==> config.mk <==
export PLATFORM = sky130hd
export DESIGN_NAME = beam_forming_sad_search
export DESIGN_NICKNAME = d
export VERILOG_FILES = /design/src/rtl/bf_pkg.sv /design/src/rtl/bf_sad_accum.sv /design/src/rtl/beam_forming_sad_search.sv
export SDC_FILE = /design/constraint.sdc
export NUM_CORES = 2
export LEC_CHECK = 0
export CAP_MARGIN = 10
export CELL_PAD_IN_SITES_DETAIL_PLACEMENT = 1
export CELL_PAD_IN_SITES_GLOBAL_PLACEMENT = 1
export CORE_MARGIN = 2
export CORE_UTILIZATION = 50
export CTS_CLUSTER_DIAMETER = 40
export CTS_CLUSTER_SIZE = 40
export DETAILED_ROUTE_END_ITERATION = 16
export DONT_BUFFER_PORTS = 1
export PLACE_DENSITY_LB_ADDON = 0.15
export SLEW_MARGIN = 15
export SYNTH_ARGS = -nofsm -noshare
export SYNTH_HDL_FRONTEND = slang
export SYNTH_SLANG_ARGS = --single-unit
==> constraint.sdc <==
create_clock -name clk -period 9.2 [get_ports clk]
set_clock_uncertainty 0.05 [all_clocks]
set_input_delay 0.92 -clock clk [delete_from_list [all_inputs] [get_ports clk]]
set_output_delay 0.92 -clock clk [all_outputs]
set_load 0.005 [all_outputs]
==> src/rtl/bf_pkg.sv <==
// Shared types and width helpers for the beam-forming SAD lag search.
package bf_pkg;

    typedef enum logic [1:0] {
        CAPTURE = 2'd0,
        SEARCH  = 2'd1,
        COMPARE = 2'd2,
        DONE    = 2'd3
    } bf_state_t;

    function automatic int nlag(input int max_lag);
        return 2 * max_lag + 1;
    endfunction

    function automatic int buf_len(input int win, input int max_lag);
        return win + 2 * max_lag;
    endfunction

    function automatic int acc_w(input int data_width, input int win);
        return data_width + 1 + $clog2(win);
    endfunction

    function automatic int lag_w(input int max_lag);
        return $clog2(max_lag + 1) + 1;
    endfunction

    // Lag index 0..n_lag-1 spread evenly over the LED bar, floor division.
    function automatic int led_index(input int lag_idx, input int num_leds, input int n_lag);
        return (lag_idx * num_leds) / n_lag;
    endfunction

endpackage

==> src/rtl/bf_sad_accum.sv <==
// Absolute-difference accumulator: acc += |a - b| per enabled cycle, clear wins.
module bf_sad_accum #(
    parameter int DATA_WIDTH = 16,
    parameter int ACC_W      = 22
) (
    input  logic                  clk,
    input  logic                  reset,
    input  logic                  clear,
    input  logic                  enable,
    input  logic [DATA_WIDTH-1:0] a,
    input  logic [DATA_WIDTH-1:0] b,
    output logic [ACC_W-1:0]      acc
);

    logic signed [DATA_WIDTH:0] diff;
    logic        [DATA_WIDTH:0] abs_diff;
    logic        [ACC_W-1:0]    acc_reg;

    // One extra bit keeps the signed difference exact; its magnitude fits unsigned.
    always_comb begin
        diff     = $signed({a[DATA_WIDTH-1], a}) - $signed({b[DATA_WIDTH-1], b});
        abs_diff = diff[DATA_WIDTH] ? $unsigned(-diff) : $unsigned(diff);
    end

    always_ff @(posedge clk or posedge reset) begin
        if (reset) begin
            acc_reg <= '0;
        end else if (clear) begin
            acc_reg <= '0;
        end else if (enable) begin
            acc_reg <= acc_reg + ACC_W'(abs_diff);
        end
    end

    assign acc = acc_reg;

endmodule

==> src/rtl/beam_forming_sad_search.sv <==
// Two-channel direction finder: captures a frame, searches the minimum-SAD lag.
// Define BF_SCORE_OUT_EN to expose the winning SAD on min_sad.
module beam_forming_sad_search
    import bf_pkg::*;
#(
    parameter int DATA_WIDTH = 16,
    parameter int WIN        = 32,
    parameter int MAX_LAG    = 15,
    parameter int NUM_LEDS   = 8
) (
    input  logic                           clk,
    input  logic                           reset,
    input  logic                           in_valid,
    output logic                           in_ready,
    input  logic [DATA_WIDTH-1:0]          left_in,
    input  logic [DATA_WIDTH-1:0]          right_in,
    output logic                           result_valid,
    output logic [lag_w(MAX_LAG)-1:0]      best_lag,
    output logic [NUM_LEDS-1:0]            led_pattern,
    output logic                           busy
`ifdef BF_SCORE_OUT_EN
    ,
    output logic [acc_w(DATA_WIDTH, WIN)-1:0] min_sad
`endif
);

    localparam int NLAG    = nlag(MAX_LAG);
    localparam int BUF_LEN = buf_len(WIN, MAX_LAG);
    localparam int ACC_W   = acc_w(DATA_WIDTH, WIN);
    localparam int LAG_W   = lag_w(MAX_LAG);
    localparam int ADDR_W  = $clog2(BUF_LEN);
    localparam int J_W     = $clog2(WIN);
    localparam int LIDX_W  = $clog2(NLAG);

    bf_state_t state_reg, state_next;

    logic [ADDR_W-1:0]     cap_cnt_reg;
    logic [J_W-1:0]        j_reg;
    logic [LIDX_W-1:0]     lag_reg;
    logic                  prime_reg;
    logic [ACC_W-1:0]      best_sad_reg;
    logic [LIDX_W-1:0]     best_idx_reg;
    logic [LAG_W-1:0]      best_lag_reg;
    logic [NUM_LEDS-1:0]   led_reg;

    logic [DATA_WIDTH-1:0] left_mem  [BUF_LEN];
    logic [DATA_WIDTH-1:0] right_mem [BUF_LEN];
    logic [DATA_WIDTH-1:0] l_q, r_q;

    logic                  accept, cap_last, j_last, lag_last;
    logic                  rd_en, acc_en, acc_clr;
    logic [J_W-1:0]        rd_j;
    logic [LIDX_W-1:0]     rd_lag;
    logic [ADDR_W-1:0]     rd_addr_l, rd_addr_r;
    logic [ACC_W-1:0]      acc, win_sad;
    logic [LIDX_W-1:0]     win_idx;
    logic [NUM_LEDS-1:0]   led_next;
    int                    led_idx;

    assign cap_last = (cap_cnt_reg == ADDR_W'(BUF_LEN - 1));
    assign j_last   = (j_reg == J_W'(WIN - 1));
    assign lag_last = (lag_reg == LIDX_W'(NLAG - 1));

    // Reads are issued one cycle ahead of the term they feed, so the read
    // registers always hold the pair being accumulated in the current cycle.
    always_comb begin
        state_next = state_reg;
        accept     = 1'b0;
        rd_en      = 1'b0;
        rd_j       = '0;
        rd_lag     = lag_reg;
        acc_en     = 1'b0;
        acc_clr    = 1'b0;
        case (state_reg)
            CAPTURE: begin
                accept = in_valid;
                if (in_valid && cap_last) begin
                    state_next = SEARCH;
                end
            end
            SEARCH: begin
                if (prime_reg) begin
                    rd_en = 1'b1;
                end else begin
                    acc_en = 1'b1;
                    if (j_last) begin
                        state_next = COMPARE;
                    end else begin
                        rd_en = 1'b1;
                        rd_j  = j_reg + J_W'(1);
                    end
                end
            end
            COMPARE: begin
                acc_clr = 1'b1;
                if (lag_last) begin
                    state_next = DONE;
                end else begin
                    state_next = SEARCH;
                    rd_en      = 1'b1;
                    rd_lag     = lag_reg + LIDX_W'(1);
                end
            end
            DONE: begin
                state_next = CAPTURE;
            end
            default: begin
                state_next = CAPTURE;
            end
        endcase
    end

    // L[MAX_LAG+j] against R[MAX_LAG+j+k] with k = lag_idx - MAX_LAG.
    assign rd_addr_l = ADDR_W'(MAX_LAG) + ADDR_W'(rd_j);
    assign rd_addr_r = ADDR_W'(rd_j) + ADDR_W'(rd_lag);

    always_ff @(posedge clk) begin
        if (accept) begin
            left_mem[cap_cnt_reg]  <= left_in;
            right_mem[cap_cnt_reg] <= right_in;
        end
        if (rd_en) begin
            l_q <= left_mem[rd_addr_l];
            r_q <= right_mem[rd_addr_r];
        end
    end

    bf_sad_accum #(
        .DATA_WIDTH(DATA_WIDTH),
        .ACC_W     (ACC_W)
    ) u_accum (
        .clk   (clk),
        .reset (reset),
        .clear (acc_clr),
        .enable(acc_en),
        .a     (l_q),
        .b     (r_q),
        .acc   (acc)
    );

    // Strict less-than keeps the earliest (most negative) lag on ties.
    always_comb begin
        win_sad = best_sad_reg;
        win_idx = best_idx_reg;
        if (acc < best_sad_reg) begin
            win_sad = acc;
            win_idx = lag_reg;
        end
        led_idx = led_index(int'(win_idx), NUM_LEDS, NLAG);
    end

    generate
        for (genvar gi = 0; gi < NUM_LEDS; gi++) begin : g_led
            assign led_next[gi] = (led_idx == gi);
        end
    endgenerate

    always_ff @(posedge clk or posedge reset) begin
        if (reset) begin
            state_reg    <= CAPTURE;
            cap_cnt_reg  <= '0;
            j_reg        <= '0;
            lag_reg      <= '0;
            prime_reg    <= 1'b0;
            best_sad_reg <= '1;
            best_idx_reg <= '0;
            best_lag_reg <= '0;
            led_reg      <= '0;
        end else begin
            state_reg <= state_next;
            case (state_reg)
                CAPTURE: begin
                    if (accept) begin
                        if (cap_last) begin
                            cap_cnt_reg  <= '0;
                            prime_reg    <= 1'b1;
                            j_reg        <= '0;
                            lag_reg      <= '0;
                            best_sad_reg <= '1;
                        end else begin
                            cap_cnt_reg <= cap_cnt_reg + ADDR_W'(1);
                        end
                    end
                end
                SEARCH: begin
                    if (prime_reg) begin
                        prime_reg <= 1'b0;
                    end else if (j_last) begin
                        j_reg <= '0;
                    end else begin
                        j_reg <= j_reg + J_W'(1);
                    end
                end
                COMPARE: begin
                    best_sad_reg <= win_sad;
                    best_idx_reg <= win_idx;
                    if (lag_last) begin
                        best_lag_reg <= LAG_W'(win_idx) - LAG_W'(MAX_LAG);
                        led_reg      <= led_next;
                    end else begin
                        lag_reg <= lag_reg + LIDX_W'(1);
                    end
                end
                default: begin
                end
            endcase
        end
    end

`ifdef BF_SCORE_OUT_EN
    always_ff @(posedge clk or posedge reset) begin
        if (reset) begin
            min_sad <= '0;
        end else if (state_reg == COMPARE && lag_last) begin
            min_sad <= win_sad;
        end
    end
`else
    // Winning score remains internal in best_sad_reg.
`endif

    assign in_ready     = (state_reg == CAPTURE);
    assign busy         = (state_reg != CAPTURE);
    assign result_valid = (state_reg == DONE);
    assign best_lag     = best_lag_reg;
    assign led_pattern  = led_reg;

endmodule
==> results_dict.tcl <==
set metrics [dict create \
    hold_ws_ps 67.47 \
    drive_gt1_share_pct 27.73 \
    ys_warn_count 0 \
    start_util_pct 50.14 \
    cts_hold_buf 35 \
    cts_buffer_depth 4 \
    syn-num-nets 4252 \
    place_inst 6232 \
    wl_per_cell_um 31.07 \
    start_kind "register" \
    numCtsBuffers 301 \
    die_h_um 412.8 \
    nets 4483 \
    path_clk_slew_ps 60 \
    grt_max_degree 99 \
    syn_avg_cell_area_sq_um 20.21 \
    stdcell_count 6797 \
    gp_congestion 0.8125 \
    clkPwrFrac_pct 51.9 \
    die_w_um 412.8 \
    dr.pass1.iters 5 \
    portBuffers 0 \
    postLayoutCellArea_sq_um 97360 \
    cts_setup_buffers 0 \
    status "finished, final reports clean" \
    hold_violations 0 \
    synth_ff_type "edfxtp_1" \
    nFillCells 13950 \
    endpoint "u_accum.acc[19]" \
    grt_pass1_vias 44552 \
    synthesis.area_sq_um 83570 \
    finalSetupViolCount 0 \
    final_max_slew_viol_count 0 \
    critPathArrivalTime_ps 7330 \
    die_area_sq_um 170400 \
    ant_nets 0 \
    switching_share_pct 20.21 \
    fin_crit_ps 6643 \
    path_class "reg2reg" \
    r2r-start "l_q[0]" \
    p_seq_share_pct 47.9 \
    syn_inst 4135 \
    hp-class "in2reg" \
    p_leak_nw 31.74 \
    tightest_slew_ps 1189 \
    cts-root-buf "clkbuf_16" \
    fin_crit_sh_pct 72.21 \
    drc 0 \
    critPathMaxFanout 11 \
    slew_headroom_pct 20.50 \
    placed_cell_area_sq_um 87060 \
    startpoint "l_q[0]" \
    setup_tns_ps 0 \
    reg2reg_to "u_accum.acc[19]" \
    insertion_delay_ps 940 \
    regToRegSetupSlack_ps 2560 \
    setup_slack_ps 2557 \
    cp_slowest_cell "o41ai_1" \
    synth-edff-count 2016 \
    largestRegisters "left_mem (992), right_mem (992)" \
    grt_usage_pct 25.33 \
    post_cts_resized 0 \
    crit_path_end_kind "register" \
    grt_pass1_wl_mm 309.2 \
    dpl_worst_slack_ps 2505 \
    drt_wl_total_mm 211.2 \
    coreArea_sq_um 166700 \
    p_per_area_nw_per_um2 224.2 \
    grt-ovfl-total 0 \
    layout_common_cells "edfxtp_1, mux4_2, clkbuf_16" \
    clkSinkCount 2097 \
    viasPerCell 6.151 \
    comb_power_share_pct 0.2 \
    switching_power_mw 4.410 \
    synth-async-reset-ratio_pct 3.863 \
    grt_setup_unrepaired "no" \
    syn2layout_area_growth_pct 16.50 \
    yosysSeqAreaShare_pct 74.90 \
    ys_ff_latch 2097 \
    row_count 150 \
    final_common_cell "edfxtp_1" \
    hpwl_mm 115.0 \
    cts_tree "yes" \
    maxCapViolCount 0 \
    pin_count 51 \
    drt-initial-drc-count 3830 \
    r2r_cells 29 \
    required_ps 9880 \
    synth.distinct_cells 75 \
    power.internal_mw 17.42 \
    antenna_found_initial 13 \
    cts_max_level 5 \
    fmax_mhz 150.5 \
    vdd_drop_max_mv 0.2698 \
    slowest_delay_ps 530 \
    num_vias 41810 \
]
==> layer usage <==
metal | global-route usage [%] | vias up | wire (um)
met5 | 0 | - | 35
met4 | 9.279 | 6 | 7434
met3 | 5.355 | 422 | 14680
met2 | 40.06 | 1372 | 101600
met1 | 35.11 | 22497 | 87430
li1 | - | 17513 | -
==> synth_stat cells, types with 4 or more instances <==
cell	instances	area [sq um]
a211oi_1	52	390.4
a21o_1	12	90.09
a21oi_1	151	755.7
a22o_1	7	61.31
a31oi_1	39	244.0
and2_1	42	262.8
and3_1	8	50.05
buf_1	41	153.9
buf_2	16	80.08
clkbuf_1	156	585.6
dfrtp_1	59	1476
dfstp_2	22	578.1
edfxtp_1	2016	60540
ha_1	79	988.5
inv_1	79	296.5
mux2_2	4	45.04
mux2i_1	36	360.4
mux4_2	560	12610
nand2_1	269	1010
nand3_1	22	110.1
nand3b_1	6	45.04
nand4_1	7	43.79
nor2_1	117	439.2
nor2b_1	21	131.4
nor3_1	15	75.07
nor3b_1	4	30.03
o211ai_1	6	45.04
o21a_1	7	52.55
o21ai_0	127	635.6
o21ai_1	5	25.02
o21bai_1	4	30.03
o31ai_1	7	52.55
or2_2	4	25.02
or3_1	8	50.05
or4_1	5	37.54
xnor2_1	46	402.9
xor2_1	15	131.4
==> cell families after synthesis <==
family	share of synthesized area, %
AO/OA/AOI/OAI	3.378
buffers and inverters	1.349
XOR/XNOR	0.6393
adder cells (fa/ha/maj)	1.255
AND/OR/NAND/NOR	2.905
flip-flops	74.90
multiplexers	15.58
==> cell type report <==
| type | instances | area (sq um) | area share (%) |
|---|---|---|---|
| antenna | 2 | 5.005 | 0.005141 |
| inverter | 82 | 309.0 | 0.3174 |
| multi-input combinational | 1743 | 20430 | 20.98 |
| clock buffer | 330 | 7820 | 8.032 |
| clock inverter | 198 | 2123 | 2.181 |
| tap | 2204 | 2758 | 2.833 |
| sequential | 2097 | 62590 | 64.29 |
| timing repair buffer | 141 | 1321 | 1.357 |
==> worst min path at each step <==
| stage | startpoint | end | slack [ps] | cells past startpoint |
|---|---|---|---|---|
| after floorplan | best_sad_reg[0] | best_sad_reg[0] | 410 | 2 |
| after global placement | best_sad_reg[0] | best_sad_reg[0] | 430 | 2 |
| after detailed placement | best_sad_reg[0] | best_sad_reg[0] | 430 | 2 |
| after CTS | left_in[2] | left_mem[5][2] | 0.1 | 0 |
| after global routing | right_in[14] | right_mem[53][14] | 20 | 0 |
| final | left_in[5] | left_mem[42][5] | 70 | 0 |
==> stage by stage <==
stage	util, %	total power, mW
after global placement	52.24	10.66
final	58.42	21.83
after global routing	58.42	22.36
after detailed placement	52.24	10.66
after floorplan	-	10.66
after CTS	58.41	22.01
==> critical path, delay by kind of cell (launching register included) <==
family,cells,cell delay [ps]
xor gates and xnor gates,1,160
buffers and inverters,3,220
DFF,1,370
AOI/OAI and AO/OA,18,4060
adders and majority gates,3,860
and+or+nand+nor,3,410
muxes,1,350
==> power groups by stage <==
stage	sequential, mW	clock [mW]	combinational (mW)
floorplan	10.7	0	0.00511
global placement	10.7	0	0.00846
detailed placement	10.7	0	0.00864
CTS	10.5	11.5	0.0369
global route	10.5	11.9	0.0395
finish	10.5	11.3	0.0362
(Power assumes the default switching activity.)
